==> src/rtl/imm_encoder.sv <==
// Immediate-field encoder: direct range checks for the 8/12-bit and branch
// modes, and a serial rotation search for the rotated 8-bit immediate mode.
module imm_encoder (
    input  logic        clk,
    input  logic        reset,
    input  logic        start,
    input  logic [1:0]  imm_src,
    input  logic [31:0] value,
    output logic        busy,
    output logic        done,
    output logic        valid,
    output logic [23:0] field
);

    typedef enum logic [1:0] {
        IDLE   = 2'd0,
        SEARCH = 2'd1,
        DONE   = 2'd2
    } state_t;

    typedef enum logic [1:0] {
        MODE_U8     = 2'b00,
        MODE_U12    = 2'b01,
        MODE_BRANCH = 2'b10,
        MODE_ROT    = 2'b11
    } mode_t;

    state_t      state;
    logic [3:0]  rot_cnt;
    logic [31:0] val_q;

    logic        direct_valid;
    logic [23:0] direct_field;
    logic [4:0]  rot_amt;
    logic [63:0] rot_dbl;
    logic [31:0] rotated;
    logic        rot_match;

    // Single-cycle encodings, evaluated on the live inputs in the accept cycle.
    // NOTE: every always_comb output gets a default first so no latch is inferred.
    always_comb begin
        direct_valid = 1'b0;
        direct_field = '0;
        case (mode_t'(imm_src))
            MODE_U8: begin
                direct_valid = (value[31:8] == '0);
                direct_field = {16'b0, value[7:0]};
            end
            MODE_U12: begin
                direct_valid = (value[31:12] == '0);
                direct_field = {12'b0, value[11:0]};
            end
            MODE_BRANCH: begin
                direct_valid = (value[1:0] == 2'b00) &&
                               ((value[31:25] == '0) || (value[31:25] == '1));
                direct_field = value[25:2];
            end
            default: begin
                direct_valid = 1'b0;
                direct_field = '0;
            end
        endcase
    end

    // Rotate left by 2*r: shift a doubled copy and keep the upper word.
    assign rot_amt   = {rot_cnt, 1'b0};
    assign rot_dbl   = {val_q, val_q} << rot_amt;
    assign rotated   = rot_dbl[63:32];
    assign rot_match = (rotated[31:8] == '0);

    assign busy = (state != IDLE);

    // NOTE: sequential state uses non-blocking assignments only.
    always_ff @(posedge clk) begin
        if (reset) begin
            state   <= IDLE;
            rot_cnt <= '0;
            val_q   <= '0;
            done    <= 1'b0;
            valid   <= 1'b0;
            field   <= '0;
        end else begin
            done <= 1'b0;
            case (state)
                IDLE: begin
                    if (start) begin
                        val_q   <= value;
                        rot_cnt <= '0;
                        if (mode_t'(imm_src) == MODE_ROT) begin
                            state <= SEARCH;
                        end else begin
                            state <= DONE;
                            done  <= 1'b1;
                            valid <= direct_valid;
                            field <= direct_valid ? direct_field : '0;
                        end
                    end
                end
                SEARCH: begin
                    if (rot_match) begin
                        state <= DONE;
                        done  <= 1'b1;
                        valid <= 1'b1;
                        field <= {12'b0, rot_cnt, rotated[7:0]};
                    end else if (rot_cnt == 4'd15) begin
                        state <= DONE;
                        done  <= 1'b1;
                        valid <= 1'b0;
                        field <= '0;
                    end else begin
                        rot_cnt <= rot_cnt + 4'd1;
                    end
                end
                DONE: begin
                    state <= IDLE;
                end
                default: begin
                    state <= IDLE;
                end
            endcase
        end
    end

endmodule

==> config.mk <==
export PLATFORM = sky130hd
export DESIGN_NAME = imm_encoder
export DESIGN_NICKNAME = d
export VERILOG_FILES = /design/src/rtl/imm_encoder.sv
export SDC_FILE = /design/constraint.sdc
export NUM_CORES = 1
export LEC_CHECK = 0
export CAP_MARGIN = 0
export CELL_PAD_IN_SITES_DETAIL_PLACEMENT = 1
export CELL_PAD_IN_SITES_GLOBAL_PLACEMENT = 1
export CORE_UTILIZATION = 37
export DETAILED_ROUTE_END_ITERATION = 7
export PLACE_DENSITY_LB_ADDON = 0.12
export SETUP_SLACK_MARGIN = 0.4
export SLEW_MARGIN = 10
export SYNTH_ARGS = -nofsm -noshare
export SYNTH_HDL_FRONTEND = slang
export SYNTH_SLANG_ARGS = --single-unit
==> constraint.sdc <==
create_clock -name clk -period 2.8 [get_ports clk]
set_input_delay 0.56 -clock clk [delete_from_list [all_inputs] [get_ports clk]]
set_output_delay 0.56 -clock clk [all_outputs]
set_load 0.005 [all_outputs]
==> impl_metrics.tcl <==
set metrics [dict create \
    status "finished with violations" \
    violations "negative setup slack" \
    synth_commonest_cells "nand2_1, dfxtp_1, a21oi_1, nor2_1, mux2i_1" \
    grt_pass1_vias 5652 \
    finish.instance_area_mm2 0.00707 \
    htreeDepth 3 \
    synth_fp_nets 619 \
    maxSlewViolCount 0 \
    synth-edff-count 0 \
    final_cells 881 \
    antenna_cells 0 \
    hold_path_class "flip-flop to flip-flop" \
    cp.arrival_ns 3.03 \
    place_hpwl_um 14400 \
    drive_gt1_share_pct 34.1 \
    post-route-period-util_pct 101 \
    p_clk_share_pct 38.1 \
    worstSetupStartpointType "flip-flop" \
    p_per_area_mw_per_mm2 431 \
    path_clk_slew_ns 0.06 \
    wl_um 21000 \
    grt_util_met3_pct 5.69 \
    die_area_mm2 0.0130 \
    synth_cell_types 63 \
    path_buf_inv 3 \
    fin_skew_ns 0.00806 \
    yosysMostFrequentCell "nand2_1" \
    slowest_delay_ns 0.38 \
    final_util_pct 58.4 \
    grt_max_degree 33 \
    core_area_mm2 0.0121 \
    drt_iter0_markers 393 \
    antenna_left 0 \
    met1_usage_pct 41.9 \
    via_count 5421 \
    tightestPinTransition_ns 0.649 \
    hold-worst-slack_ns 0.474 \
    yosys_warnings 0 \
    place_ws_ns -0.270 \
    combPwrFrac_pct 28.7 \
    die_h_um 114 \
    start_util_pct 38.3 \
    setup_ws_ns -0.0173 \
    switching_share_pct 31.7 \
    rr_endpoint "rot_cnt[2]" \
    grt_overflow 0 \
    total_power_mw 3.05 \
    vdd_drop_max_uv 272 \
    power_switching_mw 0.966 \
    synth_area_leaders "dfxtp_1, mux4_2, mux2i_1" \
    synth_ff_type "dfxtp_1" \
    cp_max_fo 6 \
    leakage_nw 2.53 \
    hold_buffers 0 \
    viasPerCell 6.15 \
    io_pins 64 \
    p_int_mw 2.08 \
    slew_headroom_pct 56.6 \
    crit_required_ns 3.02 \
    period_minus_slack_ns 2.82 \
    clockBufferDepth 2 \
    rsz0062_at_grt "yes" \
    busiest_layer "met2" \
    routabilityCongestion 0.956 \
    wire_per_inst_um 23.8 \
    holdPathStages 2 \
    min_to "field[17]" \
    syn_area_per_cell_um2 7.99 \
    ys_ff_latch 64 \
    tritoncts "yes" \
    yosysTopAreaCell "dfxtp_1" \
    syn_inst 581 \
    cts_made_buffers 9 \
    critPathTopFamily "compound AO/OA/AOI/OAI gates" \
    maxCapViolations 0 \
    fp.dieW_um 114 \
    r2r_slack_ns -0.02 \
    finalSetupTns_ns -0.0178 \
    layout.nets 746 \
    gr-usage-met2_pct 53.0 \
    cts.sinks 64 \
    io_buffer_count 63 \
    rows 40 \
    fmax_mhz 355 \
    hold_start "field[17]" \
    cp_cell_sequence "buf_8 -> clkbuf_16 -> nor4_2 -> o211ai_1 -> a21oi_2 -> o2111ai_4 -> a22o_4 -> or2_4 -> buf_6 -> and4_1 -> a211o_1" \
    clock_latency_ns 0.34 \
    first_pass_iters 5 \
    critPathCaptureType "flip-flop" \
    syn_to_final_growth_pct 52.4 \
    setup_viol 2 \
    hold_viol_final 0 \
    synth_top_area_share_pct 27.6 \
    async_flop_share_pct 0 \
    syn_area_mm2 0.00464 \
    worstSetupPathType "flip-flop to flip-flop" \
    rr_worst_depth 11 \
    crit_slowest_cell "dfxtp_4" \
    postPlaceCellArea_mm2 0.00589 \
    seq_area_frac_synth_pct 27.6 \
    drcViolationCount 0 \
    dp_cells 833 \
    grt_antenna_before_repair 0 \
    grt_usage_pct 33.0 \
    root_buffer "clkbuf_16" \
    p_seq_share_pct 33.1 \
    worst_r2r_startpoint "rot_cnt[1]" \
    grt_pass1_wl_um 32400 \
]
-- how the worst max path moves through the flow --
stage | startpoint | end | slack [ns] | cells past startpoint
2_1_floorplan | rot_cnt[0] | valid | 0.21 | 10
3_3_place_gp | value[28] | field[6] | -0.1 | 10
3_5_place_dp | rot_cnt[1] | field[10] | -0.27 | 9
4_1_cts | rot_cnt[1] | field[3] | 0.10 | 11
5_1_grt | rot_cnt[1] | rot_cnt[2] | -0.12 | 12
6_report | rot_cnt[1] | rot_cnt[2] | -0.02 | 11
-- power groups by stage --
stage,clock network [mW],registers [mW],logic [mW]
floorplan,0,0.993,0.410
global placement,0,1.02,0.680
detailed placement,0,1.02,0.695
CTS,1.17,1.01,0.804
global route,1.21,1.01,0.926
finish,1.16,1.01,0.876
-- area by class of cell --
class,instances,area (um2)
clock buffers,11,253
clock inverters,5,55.1
fillers,1381,5040
inverters,6,27.5
multi-input cells,448,3490
flip-flops and latches,64,1310
well taps,168,210
repair buffers,179,1720
-- worst register-to-register path: stages, from the launching register on --
cell and delay, ns:
dfxtp_4 0.38, buf_8 0.16, clkbuf_16 0.16, nor4_2 0.28, o211ai_1 0.15, a21oi_2 0.27, o2111ai_4 0.17, a22o_4 0.32
or2_4 0.26, buf_6 0.13, and4_1 0.19, a211o_1 0.23
-- sequential cells by signal, summed over array words and instances (netlist names) --
register and cells:
valid 1, done 1, rot_cnt 4, state 2, val_q 32, field 24
-- cell families after synthesis --
group                      synth area share [%]
adders and majority gates                 0.270
and+or+nand+nor                            24.3
DFF                                        27.6
AOI/OAI and AO/OA                          22.4
buffers and inverters                      6.96
muxes                                      18.5
-- metal layers --
layer	share of wire (%)	vias up	wire, um
li1	-	2399	-
met1	40	2657	8390
met2	47	284	9970
met3	7.4	81	1550
met4	5.3	0	1110
met5	0	-	0
-- placed cells by master (no fill, tap or decap), types with 4 or more instances in the layout --
cell type and n:
o211ai_1 4, a211oi_2 4, o21ai_0 7, mux2i_1 28, dfxtp_1 51, nand2_1 87
a211oi_1 9, o32ai_2 4, a22o_1 14, nor2b_1 15, nand3_1 7, nor4_1 5
clkbuf_16 10, nor3_1 14, mux2_2 4, and2_1 5, clkdlybuf4s50_1 63, o21ai_2 5
nor2_1 37, or3_1 5, nand2b_1 17, o32ai_4 4, buf_12 6, a22oi_1 5
buf_4 88, mux4_2 20, a21oi_1 48, nand3_2 9, o21ai_1 8, dfxtp_4 4
mux2i_2 5, dfxtp_2 9, buf_8 5, buf_6 13, nor4_2 5
-- repair_timing --
item / in CTS / in global routing
gates resized for setup: 79 / 56
pin swaps: 12 / 17
setup buffers: 14 / 11
setup endpoints to repair: 32 / 32
gates cloned: 6 / 1
Power figures use the tool's default switching activity.
